### config.mk
export PLATFORM = sky130hd
export DESIGN_NAME = pos_counter
export DESIGN_NICKNAME = d
export VERILOG_FILES = /design/src/rtl/pos_counter_pkg.sv /design/src/rtl/tick_prescaler.sv /design/src/rtl/pos_counter.sv
export SDC_FILE = /design/constraint.sdc
export NUM_CORES = 1
export LEC_CHECK = 0
export CELL_PAD_IN_SITES_DETAIL_PLACEMENT = 1
export CELL_PAD_IN_SITES_GLOBAL_PLACEMENT = 1
export CORE_UTILIZATION = 45
export DETAILED_ROUTE_END_ITERATION = 16
export DONT_BUFFER_PORTS = 1
export GPL_TIMING_DRIVEN = 0
export PLACE_DENSITY_LB_ADDON = 0.1
export SLEW_MARGIN = 10
export SYNTH_ARGS = -nofsm -noshare
export SYNTH_HDL_FRONTEND = slang
export SYNTH_SLANG_ARGS = --single-unit
### constraint.sdc
create_clock -name clk -period 2.5 [get_ports clk]
set_input_delay 0.5 -clock clk [delete_from_list [all_inputs] [get_ports clk]]
set_output_delay 0.5 -clock clk [all_outputs]
set_load 0.1 [all_outputs]
### src/rtl/pos_counter_pkg.sv
// Shared constants and helpers for the pos_counter block.
package pos_counter_pkg;

    localparam logic DIR_UP   = 1'b0;
    localparam logic DIR_DOWN = 1'b1;

    // A single-state prescaler (DIV=1) still needs a 1-bit register.
    function automatic int unsigned presc_width(input int unsigned div);
        return (div <= 1) ? 1 : $clog2(div);
    endfunction

endpackage

### src/rtl/tick_prescaler.sv
// Divides enabled clock cycles by DIV, producing a one-cycle tick on the last count.
module tick_prescaler
    import pos_counter_pkg::*;
#(
    parameter int unsigned DIV = 16
) (
    input  logic clk,
    input  logic rst_n,
    input  logic en,
    input  logic clr_sync,
    output logic tick
);

    localparam int unsigned   PW   = presc_width(DIV);
    localparam logic [PW-1:0] LAST = PW'(DIV - 1);

    logic [PW-1:0] presc_q, presc_d;

    assign tick = en && (presc_q == LAST);

    always_comb begin
        presc_d = presc_q;
        if (clr_sync || tick) begin
            presc_d = '0;
        end else if (en) begin
            presc_d = presc_q + PW'(1);
        end
    end

    always_ff @(posedge clk or negedge rst_n) begin
        if (!rst_n) begin
            presc_q <= '0;
        end else begin
            presc_q <= presc_d;
        end
    end

endmodule

### src/rtl/pos_counter.sv
// Prescaled up/down position counter with wrap/saturate bounds and sync clear/load.
// Optional ping-pong motion and the bounce port are enabled by POS_COUNTER_BOUNCE_EN.
module pos_counter
    import pos_counter_pkg::*;
#(
    parameter int unsigned WIDTH = 4,
    parameter int unsigned DIV   = 16,
    parameter int unsigned MAX   = 2**WIDTH - 1
) (
    input  logic             clk,
    input  logic             rst_n,
    input  logic             en,
    input  logic             clr,
    input  logic             load,
    input  logic [WIDTH-1:0] load_val,
    input  logic             dir,
    input  logic             wrap,
`ifdef POS_COUNTER_BOUNCE_EN
    input  logic             bounce,
`endif
    output logic [WIDTH-1:0] pos,
    output logic             dir_q,
    output logic             step,
    output logic             edge_hit
);

    localparam logic [WIDTH-1:0] MAX_V = WIDTH'(MAX);

    logic             tick;
    logic             bounce_en;
    logic             eff_dir;
    logic [WIDTH-1:0] pos_q, pos_d;
    logic             dir_q_q, dir_d;
    logic             step_q, step_d;
    logic             edge_hit_q, edge_hit_d;

`ifdef POS_COUNTER_BOUNCE_EN
    assign bounce_en = bounce;
`else
    assign bounce_en = 1'b0;
`endif

    tick_prescaler #(
        .DIV (DIV)
    ) u_presc (
        .clk      (clk),
        .rst_n    (rst_n),
        .en       (en),
        .clr_sync (clr || load),
        .tick     (tick)
    );

    // Bounce follows its own direction register; otherwise dir is taken live at the tick edge.
    assign eff_dir = bounce_en ? dir_q_q : dir;

    always_comb begin
        pos_d      = pos_q;
        dir_d      = bounce_en ? dir_q_q : dir;
        step_d     = 1'b0;
        edge_hit_d = 1'b0;
        if (clr) begin
            pos_d = '0;
            dir_d = DIR_UP;
        end else if (load) begin
            pos_d = (load_val > MAX_V) ? MAX_V : load_val;
            dir_d = dir;
        end else if (tick) begin
            step_d = 1'b1;
            if (eff_dir == DIR_UP) begin
                if (pos_q != MAX_V) begin
                    pos_d = pos_q + WIDTH'(1);
                end else begin
                    edge_hit_d = 1'b1;
                    if (bounce_en) begin
                        pos_d = MAX_V - WIDTH'(1);
                        dir_d = DIR_DOWN;
                    end else if (wrap) begin
                        pos_d = '0;
                    end
                end
            end else begin
                if (pos_q != '0) begin
                    pos_d = pos_q - WIDTH'(1);
                end else begin
                    edge_hit_d = 1'b1;
                    if (bounce_en) begin
                        pos_d = WIDTH'(1);
                        dir_d = DIR_UP;
                    end else if (wrap) begin
                        pos_d = MAX_V;
                    end
                end
            end
        end
    end

    always_ff @(posedge clk or negedge rst_n) begin
        if (!rst_n) begin
            pos_q      <= '0;
            dir_q_q    <= DIR_UP;
            step_q     <= 1'b0;
            edge_hit_q <= 1'b0;
        end else begin
            pos_q      <= pos_d;
            dir_q_q    <= dir_d;
            step_q     <= step_d;
            edge_hit_q <= edge_hit_d;
        end
    end

    assign pos      = pos_q;
    assign dir_q    = dir_q_q;
    assign step     = step_q;
    assign edge_hit = edge_hit_q;

endmodule
==> metrics.txt, run 1 <==
syn_nets 82; Final ANT Viol Nets 0; Detailed Route WL roughly 1.4 mm; sequential area share after synthesis 39.8%; Yosys reg bits 11; DRC 0; Pwr Density approximately 530 nW/um^2; layout cell share with drive strength beyond 1 19.2%; Adder-Cell Fraction of Synth Area around 5.4%; placed cell count 83; routed len/inst 15.8 um; number of global-route vias before repair about 480; P_leak approximately 0.34 nW; Final #Nets 88; CP endpoint kind flip-flop; Ports 18; Starting Density 50.6%; pre-CTS setup slack around 0.049 ns; R2R depth 6; Hold Crit Class input pin to flip-flop; postcts setup bufs 0; initial antenna violation count 0; post-synthesis cell type count 31; Worst Hold Launch load; Synth-to-Final Area Change 9.40%; RSZ-0062 raised after global routing false; post-detail-place hpwl around 1.1 mm; Root Driver clkbuf_4; clock sink total 11; post-synthesis async set-or-reset flop share 100%; Final Instance Area roughly 760 um^2; # rows 13; total number of vias 538; Overflow after GRT 0; Die X about 41 um; Hold WS roughly 0.3 ns; WS Path Type flip-flop to flip-flop; Num CTS Buffers 3; top post-synthesis cells by area dfrtp_1 40%, ha_1 5.4%, nor2_1 4.9%; outcome finished, final reports clean; slew margin rel. 42.6%; Synth top area share between 30 and 40%; crit path DAT approximately 2.5 ns; most common library cells after synthesis 11 x dfrtp_1, 9 x nor2_1, 6 x inv_1; crit share post-route between 90 and 100%; Req. time, crit path roughly 2.7 ns; diodes inserted 0; min Tclk post-route around 2.3 ns; largest net degree at the start of global routing 12; largest family of logic cells by synthesized area simple AND/OR/NAND/NOR gates; GRT Overall Usage between 10% and 20%; RR Endpoint pos[2]$_DFFE_PN0P_; Synth Area in Compound Gates between 20% and 30%; H-tree depth 1; Hold Path End u_presc.presc_q[2]$_DFFE_PN0P_; Syn Inst Count 68; post-DR vias/cell a little over 6; Final Max Tran Viols 0; Detailed Route Iter0 Violations 2; Synth warnings 0; Max Cap Violations 0; R2R Path Start pos[0]$_DFFE_PN0P_; 1st-pass router iterations 2; Worst R2R Setup Slack 0.19 ns; VDD IR max roughly 0.26 mV; Fin. Hold Viols 0; Final Non-Filler Cells between 80 and 90; number of enable flip-flop cells after synthesis 0; Setup TNS Final 0 ns; syn_area_per_cell between 10 and 15 um^2; fmax 433 MHz; post-synthesis xor/xnor area fraction ~5%; post-synthesis mux area share slightly below 3%; clk_lat worst skew approximately 0.27 ns; Hold Path Depth 1; Die Y between 40 and 50 um; Mapped Area between 600 and 700 um^2; Least-Margin Pin Slew 0.862 ns; dpl cell area 713 um^2; Fin Clk Skew between 0.004 and 0.005 ns; Placer Congestion 0.676; Final WS setup 0.190 ns; first-pass GRT wire length between 2 and 2.5 mm; most common cell in the netlist dfrtp_1; final setup fails 0; clock buffer depth 2; cell taking the most area after synthesis dfrtp_1; Setup crit start kind flip-flop; core area roughly 1400 um^2; CTS tree done; top_reg_cell synth dfrtp_1; clk slew on worst S/H paths 0.07 ns; simple-gate share of the synthesized area roughly a fifth; # port buffers 0; area of the die roughly 1700 um^2; CP max FO 8
area by class of cell:
class	count	area [um^2]
timing repair buffer	1	10.0
clock buffer	4	26.3
tap	15	18.8
multi-input combinational	49	378
inverter	6	22.5
buffer	2	16.3
fill	162	609
sequential	11	285
logic make-up (layout without fill, tap and decap cells):
kind of cell               count (synthesis)  count (layout)
xor gates and xnor gates                   4               4
adders and majority gates                  3               3
buffers and inverters                      8              13
and+or+nand+nor                           23              23
DFF                                       11              11
muxes                                      2               2
AOI/OAI and AO/OA                         17              17
state kept, by name, indices dropped and copies added (netlist names):
| register | cells |
|---|---|
| pos | 4 |
| u_presc.presc_q | 4 |
| dir_q | 1 |
| edge_hit | 1 |
| step | 1 |
worst max path at each step:
stage | startpoint | end | slack (ns) | cells past startpoint
2_1_floorplan | pos[3]$_DFFE_PN0P_ | pos[2]$_DFFE_PN0P_ | 0.20 | 4
3_3_place_gp | pos[3]$_DFFE_PN0P_ | pos[2]$_DFFE_PN0P_ | 0.07 | 4
3_5_place_dp | pos[3]$_DFFE_PN0P_ | pos[2]$_DFFE_PN0P_ | 0.05 | 4
4_1_cts | pos[3]$_DFFE_PN0P_ | pos[2]$_DFFE_PN0P_ | 0.02 | 4
5_1_grt | pos[1]$_DFFE_PN0P_ | pos[2]$_DFFE_PN0P_ | 0.06 | 6
6_report | pos[0]$_DFFE_PN0P_ | pos[2]$_DFFE_PN0P_ | 0.19 | 6
per-layer routing:
metal  up-vias  GRT usage, %  wire, um
li1        263             -         -
met1       254          24.1       648
met2        16          29.7       642
met3         5          4.35        64
met4         0          12.1        30
met5         -             0         0
critical path, stage by stage (launching register included):
cell,delay [ns]
dfrtp_4,0.65
inv_1,0.11
ha_1,0.23
and4bb_1,0.23
o21ba_4,0.23
or4_1,0.48
a311oi_1,0.28
layout by cell type (no fill, tap or decap), drive strengths merged, types with 3 or more instances in the layout:
| master | n |
|---|---|
| nand2 | 3 |
| clkbuf | 5 |
| a311oi | 3 |
| dfrtp | 11 |
| xor2 | 3 |
| nor2 | 9 |
| ha | 3 |
| inv | 6 |
repair_timing:
item / CTS / global route
endpoints found under the hold margin: 11 / 0
endpoints found under the setup margin: 0 / 1
resized for setup: 0 / 4
hold buffers: 1 / 0
stage by stage:
step                util (%)  power, mW
CTS                     54.9      0.399
global route            55.4      0.420
floorplan                  -      0.268
global placement        52.2      0.277
finish                  55.4      0.398
detailed placement      52.2      0.278
report_power, final:
part,switching (mW),total (mW),internal [mW]
clock network,0.0563,0.118,0.0618
logic,0.0257,0.0494,0.0237
registers,0.0456,0.230,0.185
total,0.128,0.398,0.270
Power figures use the tool's default switching activity.
==> inputs of run 2 (changes only) <==
SLEW_MARGIN = 30   (was 10)
==> run 2 against run 1 <==
  * Cell count unchanged
  * Via count up 1.3%
  * Hold slack better by 0.0090 ns
  * Clock power about the same
  * Fmax about the same
  * Sequential power about the same
  * First-iteration DRC count unchanged
  * Non-clock buffer count unchanged
  * Global-route usage down 0.47 points
  * Die area unchanged
  * Critical path depth unchanged
  * Largest cell class unchanged
==> metrics.txt, run 2 (synthesis gave the netlist of run 1 again) <==
crit path DAT 2.48 ns (about the same); final setup fails 0 (unchanged); Req. time, crit path 2.67 ns (about the same); H-tree depth 1 (unchanged); clock sink total 11 (unchanged); Least-Margin Pin Slew 0.863 ns (+0.000559 ns); Die Y 41.2 um (unchanged); Hold Path Depth 1 (unchanged); Synth-to-Final Area Change 9.40% (unchanged); Num CTS Buffers 3 (unchanged); number of global-route vias before repair 489 (+2.5%); CP endpoint kind flip-flop; GRT Overall Usage 18.8% (-0.47 points); Detailed Route WL 1.42 mm (+2.4%); WS Path Type flip-flop to flip-flop; commonest non-fill, non-tap cell in the layout nor2_1; min Tclk post-route 2.31 ns (+0.000231 ns); Setup crit start kind flip-flop; post-DR vias/cell 6.19 (+1.3%); Starting Density 50.6% (unchanged); total number of vias 545 (+1.3%); VDD IR max 0.443 mV (+72%); Pwr Total 0.399 mW (+0.33%); most frequent cells in the layout 9 x nor2_1, 7 x dfrtp_1, 6 x inv_1; Hold WS 0.307 ns (+0.00900 ns); R2R depth 6 (unchanged); DRC 0 (unchanged); Fin. Hold Viols 0 (unchanged); post-detail-place hpwl 1.12 mm (+2.8%); Ports 18 (unchanged); RSZ-0062 raised after global routing false; # rows 13 (unchanged); Final Max Tran Viols 0 (unchanged); Worst Hold Launch load; 1st-pass router iterations 4 (+2); fillers 162 (unchanged); clock buffer depth 2 (unchanged); Overflow after GRT 0 (unchanged); diodes inserted 0 (unchanged); outcome finished, final reports clean; P_leak 0.339 nW (unchanged); CTS tree done; Setup TNS Final 0 ns (unchanged); fmax 433 MHz (about the same); largest net degree at the start of global routing 12 (unchanged); Placer Congestion 0.676 (unchanged); layout cell share with drive strength beyond 1 19.2% (unchanged); clk slew on worst S/H paths 0.08 ns (about the same); Finished Core Util 55.4% (unchanged); first-pass GRT wire length 2.07 mm (unchanged); crit share post-route 92.4% (about the same); Worst R2R Setup Slack 0.19 ns (about the same); Detailed Route Iter0 Violations 2 (unchanged); Max Cap Violations 0 (unchanged); slew margin rel. 42.5% (about the same); Root Driver clkbuf_4; core area 1370 um^2 (unchanged); Die X 41.2 um (unchanged); RR Endpoint pos[2]$_DFFE_PN0P_; Final #Nets 88 (unchanged); R2R Path Start pos[1]$_DFFE_PN0P_; Final ANT Viol Nets 0 (unchanged); clk_lat worst skew 0.27 ns (about the same); CP max FO 7 (-1); Hold Path End u_presc.presc_q[2]$_DFFE_PN0P_; initial antenna violation count 0 (unchanged); Pwr Density 527 nW/um^2 (+0.33%); Hold Crit Class input pin to flip-flop; postcts setup bufs 0 (unchanged); # port buffers 0 (unchanged); Fin Clk Skew 0.0112 ns (+0.00656 ns); routed len/inst 16.1 um (+2.4%); area of the die 1700 um^2 (unchanged)
[run 2: cell counts in the layout (fill, tap and decap cells not counted)]
Identical to the previous run, type by type.
[run 2: power by group]
group	internal (mW)	leakage [nW]	switching, mW
registers	0.185	0.143	0.0456
logic	0.0238	0.181	0.0259
clock network	0.0616	0.0150	0.0575
total	0.270	0.339	0.129
[run 2: through the flow]
step                      cells  instance area [um^2]  worst slack, ns
final                        88                   757            0.190
after global routing         88                   757           0.0647
after CTS                    88                   752           0.0585
after floorplan              68                   694            0.198
after global placement       83                   713           0.0659
after detailed placement     83                   716           0.0864
[run 2: what timing repair did]
| item | CTS | global route |
|---|---|---|
| resized for setup | 0 | 2 |
| hold buffers | 1 | 0 |
| endpoints found under the hold margin | 11 | 0 |
| setup endpoints to repair | 0 | 1 |
[run 2: worst max path at each step]
stage / startpoint / end / slack, ns / cells after the start
after floorplan: pos[3]$_DFFE_PN0P_ / pos[2]$_DFFE_PN0P_ / 0.20 / 4
after global placement: pos[3]$_DFFE_PN0P_ / pos[2]$_DFFE_PN0P_ / 0.07 / 4
after detailed placement: pos[1]$_DFFE_PN0P_ / pos[2]$_DFFE_PN0P_ / 0.09 / 6
after CTS: pos[1]$_DFFE_PN0P_ / pos[2]$_DFFE_PN0P_ / 0.06 / 6
after global routing: pos[0]$_DFFE_PN0P_ / pos[2]$_DFFE_PN0P_ / 0.06 / 6
final: pos[1]$_DFFE_PN0P_ / pos[2]$_DFFE_PN0P_ / 0.19 / 6
[run 2: layout make-up]
type | count | area [um^2] | area share [%]
clock buffer | 4 | 26.3 | 3.47
inverter | 6 | 22.5 | 2.98
multi-input combinational | 49 | 378 | 49.9
sequential | 11 | 285 | 37.7
buffer | 2 | 16.3 | 2.15
tap | 15 | 18.8 | 2.48
timing repair buffer | 1 | 10.0 | 1.32
[run 2: worst max-delay path, cell delays in order (launching register included)]
cell and delay, ns:
dfrtp_4 0.64, inv_1 0.14, ha_1 0.22, and4bb_1 0.23
o21ba_4 0.23, or4_1 0.47, a311oi_1 0.28
[run 2: metal layers]
| metal | wire (um) | vias to the layer above | global-route usage [%] | share of wire, % |
|---|---|---|---|---|
| met2 | 719 | 22 | 33.6 | 51 |
| met3 | 61 | 4 | 4.35 | 4.3 |
| met5 | 0 | - | 0 | 0 |
| met1 | 620 | 259 | 21.4 | 44 |
| met4 | 17 | 0 | 7.26 | 1.2 |
| li1 | - | 260 | - | - |
